<file path="config.mk">
export PLATFORM = sky130hd
export DESIGN_NAME = cpu
export DESIGN_NICKNAME = d
export VERILOG_FILES = /design/src/rtl/cpu_pkg.sv /design/src/rtl/cpu_alu.sv /design/src/rtl/cpu.sv
export SDC_FILE = /design/constraint.sdc
export NUM_CORES = 1
export LEC_CHECK = 0
export CAP_MARGIN = 10
export CORE_AREA = 2 2 345 347
export CTS_CLUSTER_SIZE = 30
export DETAILED_ROUTE_END_ITERATION = 12
export DIE_AREA = 0 0 347 349
export PLACE_DENSITY = 0.58
export SLEW_MARGIN = 20
export SYNTH_ARGS = -nofsm -noshare
export SYNTH_HDL_FRONTEND = slang
export SYNTH_HIERARCHICAL = 1
export SYNTH_SLANG_ARGS = --single-unit
</file>
<file path="constraint.sdc">
create_clock -name clk -period 10.7 [get_ports clk]
set_clock_uncertainty 0.2 [all_clocks]
set_input_delay 2.14 -clock clk [delete_from_list [all_inputs] [get_ports clk]]
set_output_delay 2.14 -clock clk [all_outputs]
set_load 0.01 [all_outputs]
</file>
<file path="src/rtl/cpu_pkg.sv">
// ============================================================================
//  Module   : cpu_pkg
//  Brief    : Shared types, flag indices and helpers for the cpu core.
//  Revision : 1.0 - initial release
// ============================================================================
`default_nettype none

package cpu_pkg;

  typedef enum logic [2:0] {
    S_FETCH     = 3'd0,
    S_DECODE    = 3'd1,
    S_EXECUTE   = 3'd2,
    S_WRITEBACK = 3'd3,
    S_WAIT      = 3'd4
  } state_t;

  typedef enum logic [3:0] {
    OP_AND = 4'h0, OP_EOR = 4'h1, OP_SUB = 4'h2, OP_RSB = 4'h3,
    OP_ADD = 4'h4, OP_ADC = 4'h5, OP_SBC = 4'h6, OP_RSC = 4'h7,
    OP_TST = 4'h8, OP_TEQ = 4'h9, OP_CMP = 4'hA, OP_CMN = 4'hB,
    OP_ORR = 4'hC, OP_MOV = 4'hD, OP_BIC = 4'hE, OP_MVN = 4'hF
  } opcode_t;

  typedef enum logic [3:0] {
    CC_EQ = 4'h0, CC_NE = 4'h1, CC_CS = 4'h2, CC_CC = 4'h3,
    CC_MI = 4'h4, CC_PL = 4'h5, CC_VS = 4'h6, CC_VC = 4'h7,
    CC_HI = 4'h8, CC_LS = 4'h9, CC_GE = 4'hA, CC_LT = 4'hB,
    CC_GT = 4'hC, CC_LE = 4'hD, CC_AL = 4'hE, CC_NV = 4'hF
  } cond_t;

  typedef enum logic [1:0] {
    SH_LSL = 2'd0, SH_LSR = 2'd1, SH_ASR = 2'd2, SH_ROR = 2'd3
  } shift_t;

  // Bit positions within the 4-bit {N,Z,C,V} flag vector.
  localparam int c_FLAG_N = 3;
  localparam int c_FLAG_Z = 2;
  localparam int c_FLAG_C = 1;
  localparam int c_FLAG_V = 0;

  function automatic logic [31:0] ror32(input logic [31:0] v, input logic [4:0] n);
    ror32 = 32'({v, v} >> n);
  endfunction

  function automatic logic cond_pass(input cond_t c, input logic [3:0] f);
    logic n, z, cf, v;
    n  = f[c_FLAG_N];
    z  = f[c_FLAG_Z];
    cf = f[c_FLAG_C];
    v  = f[c_FLAG_V];
    case (c)
      CC_EQ:   cond_pass = z;
      CC_NE:   cond_pass = !z;
      CC_CS:   cond_pass = cf;
      CC_CC:   cond_pass = !cf;
      CC_MI:   cond_pass = n;
      CC_PL:   cond_pass = !n;
      CC_VS:   cond_pass = v;
      CC_VC:   cond_pass = !v;
      CC_HI:   cond_pass = cf && !z;
      CC_LS:   cond_pass = !cf || z;
      CC_GE:   cond_pass = (n == v);
      CC_LT:   cond_pass = (n != v);
      CC_GT:   cond_pass = !z && (n == v);
      CC_LE:   cond_pass = z || (n != v);
      CC_AL:   cond_pass = 1'b1;
      default: cond_pass = 1'b0;
    endcase
  endfunction

endpackage

`default_nettype wire

</file>
<file path="src/rtl/cpu_alu.sv">
// ============================================================================
//  Module   : cpu_alu
//  Brief    : Data-processing ALU: result and N,Z,C,V from Rn and operand2.
//  Revision : 1.0 - initial release
// ============================================================================
`default_nettype none

module cpu_alu
  import cpu_pkg::*;
(
  input  logic [31:0] i_rn,
  input  logic [31:0] i_op2,
  input  logic        i_sh_c,
  input  opcode_t     i_opcode,
  input  logic        i_c,
  input  logic        i_v,
  output logic [31:0] o_result,
  output logic        o_n,
  output logic        o_z,
  output logic        o_c,
  output logic        o_v
);

  logic [31:0] w_a;
  logic [31:0] w_b;
  logic        w_cin;
  logic        w_arith;
  logic [32:0] w_sum;

  always_comb begin
    w_a      = i_rn;
    w_b      = i_op2;
    w_cin    = 1'b0;
    w_arith  = 1'b0;
    o_result = 32'd0;
    case (i_opcode)
      OP_AND, OP_TST: o_result = i_rn & i_op2;
      OP_EOR, OP_TEQ: o_result = i_rn ^ i_op2;
      OP_ORR:         o_result = i_rn | i_op2;
      OP_MOV:         o_result = i_op2;
      OP_BIC:         o_result = i_rn & ~i_op2;
      OP_MVN:         o_result = ~i_op2;
      OP_SUB, OP_CMP: begin w_arith = 1'b1; w_b = ~i_op2; w_cin = 1'b1; end
      OP_RSB:         begin w_arith = 1'b1; w_a = i_op2; w_b = ~i_rn; w_cin = 1'b1; end
      OP_ADD, OP_CMN: begin w_arith = 1'b1; end
      OP_ADC:         begin w_arith = 1'b1; w_cin = i_c; end
      OP_SBC:         begin w_arith = 1'b1; w_b = ~i_op2; w_cin = i_c; end
      OP_RSC:         begin w_arith = 1'b1; w_a = i_op2; w_b = ~i_rn; w_cin = i_c; end
      default:        o_result = 32'd0;
    endcase
    // Subtraction is a + ~b + 1, so the carry out is already NOT borrow.
    w_sum = {1'b0, w_a} + {1'b0, w_b} + {32'd0, w_cin};
    o_c   = i_sh_c;
    o_v   = i_v;
    if (w_arith) begin
      o_result = w_sum[31:0];
      o_c      = w_sum[32];
      o_v      = (w_a[31] == w_b[31]) && (w_sum[31] != w_a[31]);
    end
    o_n = o_result[31];
    o_z = (o_result == 32'd0);
  end

endmodule

`default_nettype wire

</file>
<file path="src/rtl/cpu.sv">
// ============================================================================
//  Module   : cpu
//  Brief    : Single-instruction ARM-style data-processing core, one
//             instruction per reset. COND_EXEC_EN enables condition codes.
//  Revision : 1.0 - initial release
// ============================================================================
`default_nettype none

module cpu
  import cpu_pkg::*;
(
  input  logic        clk,
  input  logic        rst_n,
  input  logic [31:0] instr,
  output logic        waiting,
  output logic [31:0] status_out,
  output logic [31:0] datapath_out
);

  state_t      r_state;
  state_t      w_next;
  logic [31:0] r_ir;
  logic [31:0] r_regs [16];
  logic [31:0] r_rn_val;
  logic [31:0] r_op2;
  logic        r_sh_c;
  logic [31:0] r_dp_out;
  logic [31:0] r_result;
  logic [3:0]  r_flags;
  logic [3:0]  r_new_flags;
  logic        r_do_wb;
  logic        r_do_flags;

  logic [31:0] w_rm;
  logic [4:0]  w_amt;
  logic [32:0] w_t;
  logic [31:0] w_sh_val;
  logic        w_sh_c;
  logic [31:0] w_alu_res;
  logic        w_n, w_z, w_c, w_v;
  logic        w_is_dp;
  logic        w_is_test;
  logic        w_cond_ok;

  always_ff @(posedge clk or posedge rst_n) begin
    if (rst_n) r_state <= S_FETCH;
    else       r_state <= w_next;
  end

  always_comb begin
    w_next = r_state;
    case (r_state)
      S_FETCH:     w_next = S_DECODE;
      S_DECODE:    w_next = S_EXECUTE;
      S_EXECUTE:   w_next = S_WRITEBACK;
      S_WRITEBACK: w_next = S_WAIT;
      default:     w_next = S_WAIT;
    endcase
  end

  // Operand2 barrel shifter; a zero shift or rotate keeps the current C.
  always_comb begin
    w_rm     = r_regs[r_ir[3:0]];
    w_amt    = r_ir[4] ? 5'd0 : r_ir[11:7];
    w_t      = 33'd0;
    w_sh_val = w_rm;
    w_sh_c   = r_flags[c_FLAG_C];
    if (r_ir[25]) begin
      w_sh_val = ror32({24'd0, r_ir[7:0]}, {r_ir[11:8], 1'b0});
      if (r_ir[11:8] != 4'd0) w_sh_c = w_sh_val[31];
    end else if (w_amt != 5'd0) begin
      case (shift_t'(r_ir[6:5]))
        SH_LSL: begin
          w_t      = {1'b0, w_rm} << w_amt;
          w_sh_val = w_t[31:0];
          w_sh_c   = w_t[32];
        end
        SH_LSR: begin
          w_t      = {w_rm, 1'b0} >> w_amt;
          w_sh_val = w_t[32:1];
          w_sh_c   = w_t[0];
        end
        SH_ASR: begin
          w_t      = 33'($signed({w_rm, 1'b0}) >>> w_amt);
          w_sh_val = w_t[32:1];
          w_sh_c   = w_t[0];
        end
        default: begin
          w_sh_val = ror32(w_rm, w_amt);
          w_sh_c   = w_sh_val[31];
        end
      endcase
    end
  end

  cpu_alu u_alu (
    .i_rn     (r_rn_val),
    .i_op2    (r_op2),
    .i_sh_c   (r_sh_c),
    .i_opcode (opcode_t'(r_ir[24:21])),
    .i_c      (r_flags[c_FLAG_C]),
    .i_v      (r_flags[c_FLAG_V]),
    .o_result (w_alu_res),
    .o_n      (w_n),
    .o_z      (w_z),
    .o_c      (w_c),
    .o_v      (w_v)
  );

  assign w_is_dp   = (r_ir[27:26] == 2'b00);
  assign w_is_test = (r_ir[24:23] == 2'b10);

`ifdef COND_EXEC_EN
  assign w_cond_ok = cond_pass(cond_t'(r_ir[31:28]), r_flags);
`else
  logic [3:0] w_unused_cond;
  assign w_unused_cond = r_ir[31:28];
  assign w_cond_ok     = 1'b1;
`endif

  always_ff @(posedge clk or posedge rst_n) begin
    if (rst_n) begin
      r_ir        <= 32'd0;
      r_rn_val    <= 32'd0;
      r_op2       <= 32'd0;
      r_sh_c      <= 1'b0;
      r_dp_out    <= 32'd0;
      r_result    <= 32'd0;
      r_flags     <= 4'd0;
      r_new_flags <= 4'd0;
      r_do_wb     <= 1'b0;
      r_do_flags  <= 1'b0;
    end else begin
      case (r_state)
        S_FETCH: r_ir <= instr;
        S_DECODE: begin
          r_rn_val <= r_regs[r_ir[19:16]];
          r_op2    <= w_sh_val;
          r_sh_c   <= w_sh_c;
        end
        S_EXECUTE: begin
          r_do_wb    <= w_is_dp && w_cond_ok && !w_is_test;
          r_do_flags <= w_is_dp && w_cond_ok && (r_ir[20] || w_is_test);
          if (w_is_dp) begin
            r_dp_out    <= w_alu_res;
            r_result    <= w_alu_res;
            r_new_flags <= {w_n, w_z, w_c, w_v};
          end
        end
        S_WRITEBACK: if (r_do_flags) r_flags <= r_new_flags;
        default: ;
      endcase
    end
  end

  // The register file deliberately survives reset; a held reset blocks writes.
  always_ff @(posedge clk) begin
    if (!rst_n && (r_state == S_WRITEBACK) && r_do_wb)
      r_regs[r_ir[15:12]] <= r_result;
  end

  assign waiting      = (r_state == S_WAIT);
  assign status_out   = {r_flags, 28'd0};
  assign datapath_out = r_dp_out;

endmodule

`default_nettype wire

</file>
==> impl_metrics.csv <==
group,metric,value,unit
synth,synth-xor-area-share,0.407,%
cts,cts_tree,"done",
floorplanning,dieArea,0.121,mm^2
cts,root_buffer,"clkbuf_16",
floorplanning,core-area,0.117,mm^2
synth,synth.yosys.seq_area_share,46.1,%
synth,synth-seq-cells,650,
setup_path,reg2reg_to,"r_new_flags[2]$_DFFE_PP0P_",
worst_hold_path,worstHoldStart,"r_do_wb$_DFFE_PP0P_",
run_status,outcome,"finished clean",
placement,gp_congestion,1.00,
pwr,power.leakage,17.1,nW
floorplanning,start_util,34.8,%
global_route,grt_first_pass_wirelength,231000,um
global_route,antenna_found_initial,6,
run,cap_violations,0,
global_route,grt_use_total,26.3,%
timing,hold_viol,0,
timing,period_minus_slack,7420,ps
cts,cts_setup_buffers,0,
synth,synthAdderAreaFrac,2.03,%
placement,post-dp-hpwl,113000,um
timing,setup-tns-final,0,ps
synth,ys_async_sr_fraction,21.2,%
timing,fin_crit_sh,69.4,%
placement,io_buffers,66,
synth,synth_area_per_cell,11.5,um^2
synth,synth_ff_type,"edfxtp_1",
global_route,grt_max_degree,73,
setup_path,start_kind,"flip-flop",
timing,grt_setup_unrepaired,"false",
drt,totalWireLength,163000,um
synth,synth_top_family_by_area,"multiplexers",
drt,viasPerCell,6.39,
placement,dp_cells,4989,
finish,finalNetCount,3630,
drt,antenna_left,0,
drt,detail_route.first_pass.iterations,6,
timing,fmax,135,MHz
drt,drt_iter0_drc,4899,
finish,nFillCells,11100,
cts,cts_hold_buf,0,
drt,wl_per_cell,31.8,um
finish,fin_cells,5131,
finish,layout_commonest_cell,"edfxtp_1",
setup_path,rr_startpoint,"r_ir[21]$_DFFE_PP0N_",
synth,synth_cell_types,112,
setup_path,rrSetupSlack,3280,ps
floorplanning,die_y,349,um
cts,clock_path_buffers,3,
synth,synthMuxAreaShare,20.8,%
setup_path,cp_max_fo,46,
finish,drive_gt1_share,17.5,%
synth,synth_compound_area_share,15.4,%
cts,cts_htree_levels,3,
timing,hold_slack,288,ps
floorplanning,placementRows,126,
timing,setup-violations-final,0,
cts,path_clk_slew,60,ps
synth,synth_top_area_share,37.6,%
synth,syn_inst,3552,
finish,final_area,0.0455,mm^2
synth,ys_warn_count,6,
drt,drc,0,
pwr,vdd_drop_max,0.102,mV
setup_path,cp-endpoint,"r_new_flags[2]$_DFFE_PP0P_",
cts,cts.repair.resized,0,
floorplanning,fp.dieW,347,um
timing,finalMaxSlewViolations,0,
cts,clock_insertion_delay_worst_skew,660,ps
timing,tightest_slew,1180,ps
cts,cts_made_buffers,74,
synth,netlist_area,0.0409,mm^2
floorplanning,ios,99,
cts,cts.sinks,650,
setup_path,rr_worst_depth,23,
setup_path,critPathLaunch,"r_ir[21]$_DFFE_PP0N_",
placement,place_area,0.0429,mm^2
setup_path,cp-end-kind,"flip-flop",
synth,synthSimpleGateAreaFrac,10.6,%
drt,via_count,32800,
setup_path,critPathKind,"flip-flop to flip-flop",
synth,synth_top_cells_by_area,"edfxtp_1 (38%), mux4_2 (12%), dfrtp_1 (8.4%), mux2i_1 (5.3%), nand2_1 (3.6%)",
timing,slew_headroom,20.6,%
finish,final_cell_mix,"edfxtp_1 (512), nand2_1 (395), o21ai_0 (221)",
setup_path,worst_ep_arrival_time,7820,ps
pwr,power.density,143,mW/mm^2
global_route,grt_overflow_total,0,
synth,yosysTopAreaCell,"edfxtp_1",
global_route,grt_pass1_vias,30900,
worst_hold_path,hp-class,"flip-flop to flip-flop",
setup_path,worstPathRequired,11100,ps
synth,synth_edf_count,512,
finish,syn_to_final_growth,11.3,%
## metrics by stage
| step | power [W] | util (%) | setup WS [ps] |
|---|---|---|---|
| after global routing | 0.00668 | 38.7 | 3030 |
| after CTS | 0.00648 | 38.7 | 3270 |
| final | 0.00649 | 38.7 | 3280 |
| after floorplan | 0.00351 | - | 1780 |
| after detailed placement | 0.00388 | 36.6 | 3300 |
| after global placement | 0.00388 | 36.6 | 3270 |
## state kept, by name (all words and copies together) (netlist names)
register and cells:
r_do_flags 1, r_do_wb 1, r_flags 4, r_ir 28, r_new_flags 4, r_op2 32
r_regs 512, r_result 32, r_rn_val 32, r_sh_c 1, r_state 3
## Yosys cell counts, types with 11 or more instances
cell,n
nor4_1,11
nand2_1,395
o22ai_1,70
nand3_1,85
a22oi_1,76
a21o_1,24
inv_1,84
or2_2,21
nor3_1,70
buf_4,47
mux2_2,93
buf_2,37
and3_1,14
o211ai_1,29
a221oi_1,16
nor2_1,218
a21oi_1,173
a22o_1,14
o31ai_1,17
o32ai_1,11
nand2b_1,25
mux4_1,17
mux2i_1,218
a31oi_1,36
edfxtp_1,512
mux4_2,211
nand4_1,27
ha_1,63
o221ai_1,38
a211o_1,16
buf_1,28
dfrtp_1,138
a2111oi_0,13
o21ai_0,221
nor2b_1,25
clkbuf_1,148
a211oi_1,48
and2_1,17
buf_6,30
## critical path, cell delays in order, from the launching register on
cell and delay (ps):
dfrtp_1 350, buf_4 260, inv_2 80, buf_4 490, and3_1 250, buf_4 360
o21bai_2 190, buf_4 390, nor2_1 70, a211oi_1 270, fa_1 260, inv_1 80
fa_1 450, a21o_1 230, a221o_2 420, xnor2_1 220, o2111ai_1 200, nor3_1 230
nand4bb_1 190, or4_1 610, or4_1 550, or4_1 530, nor4_2 200, mux2_2 200
## power breakdown
part	total (W)	internal, W	switching [W]
Combinational	0.00103	0.000345	0.000687
Sequential	0.00284	0.00275	0.0000858
Clock	0.00262	0.00151	0.00111
## how the worst min path moves through the flow
stage	to	slack, ps	cells past startpoint
floorplan	r_do_flags$_DFFE_PP0P_	250	2
global placement	r_do_flags$_DFFE_PP0P_	270	2
detailed placement	r_do_flags$_DFFE_PP0P_	280	2
CTS	r_do_flags$_DFFE_PP0P_	290	2
global route	r_do_wb$_DFFE_PP0P_	310	2
finish	r_do_wb$_DFFE_PP0P_	290	2
## kinds of logic (layout without fill, tap and decap cells)
logic type	count (synthesis)	after routing
AO/OA/AOI/OAI	935	935
XOR/XNOR	19	19
adder cells (fa/ha/maj)	65	65
buffers and inverters	384	398
flip-flops	650	650
multiplexers	542	542
other	1	30
AND/OR/NAND/NOR	956	956
## layer usage
metal	track usage (%)	vias up	part of all wire [%]
met5	0	-	0.047
met3	5.35	380	9.7
met1	36.6	16600	41
met2	40.0	1930	44
met4	11.0	8	4.7
li1	-	13900	-
## final cells by class
| cell class | count | area [um^2] | area share (%) |
|---|---|---|---|
| diodes | 2 | 5.00 | 0.0110 |
| clock buffers | 89 | 1980 | 4.35 |
| clock inverters | 49 | 523 | 1.15 |
| inverters | 87 | 332 | 0.729 |
| multi-input cells | 2545 | 20400 | 44.8 |
| flip-flops and latches | 650 | 18900 | 41.4 |
| well taps | 1536 | 1920 | 4.23 |
| repair buffers | 173 | 1490 | 3.27 |
Note: power is estimated with default switching activity, not from simulation.
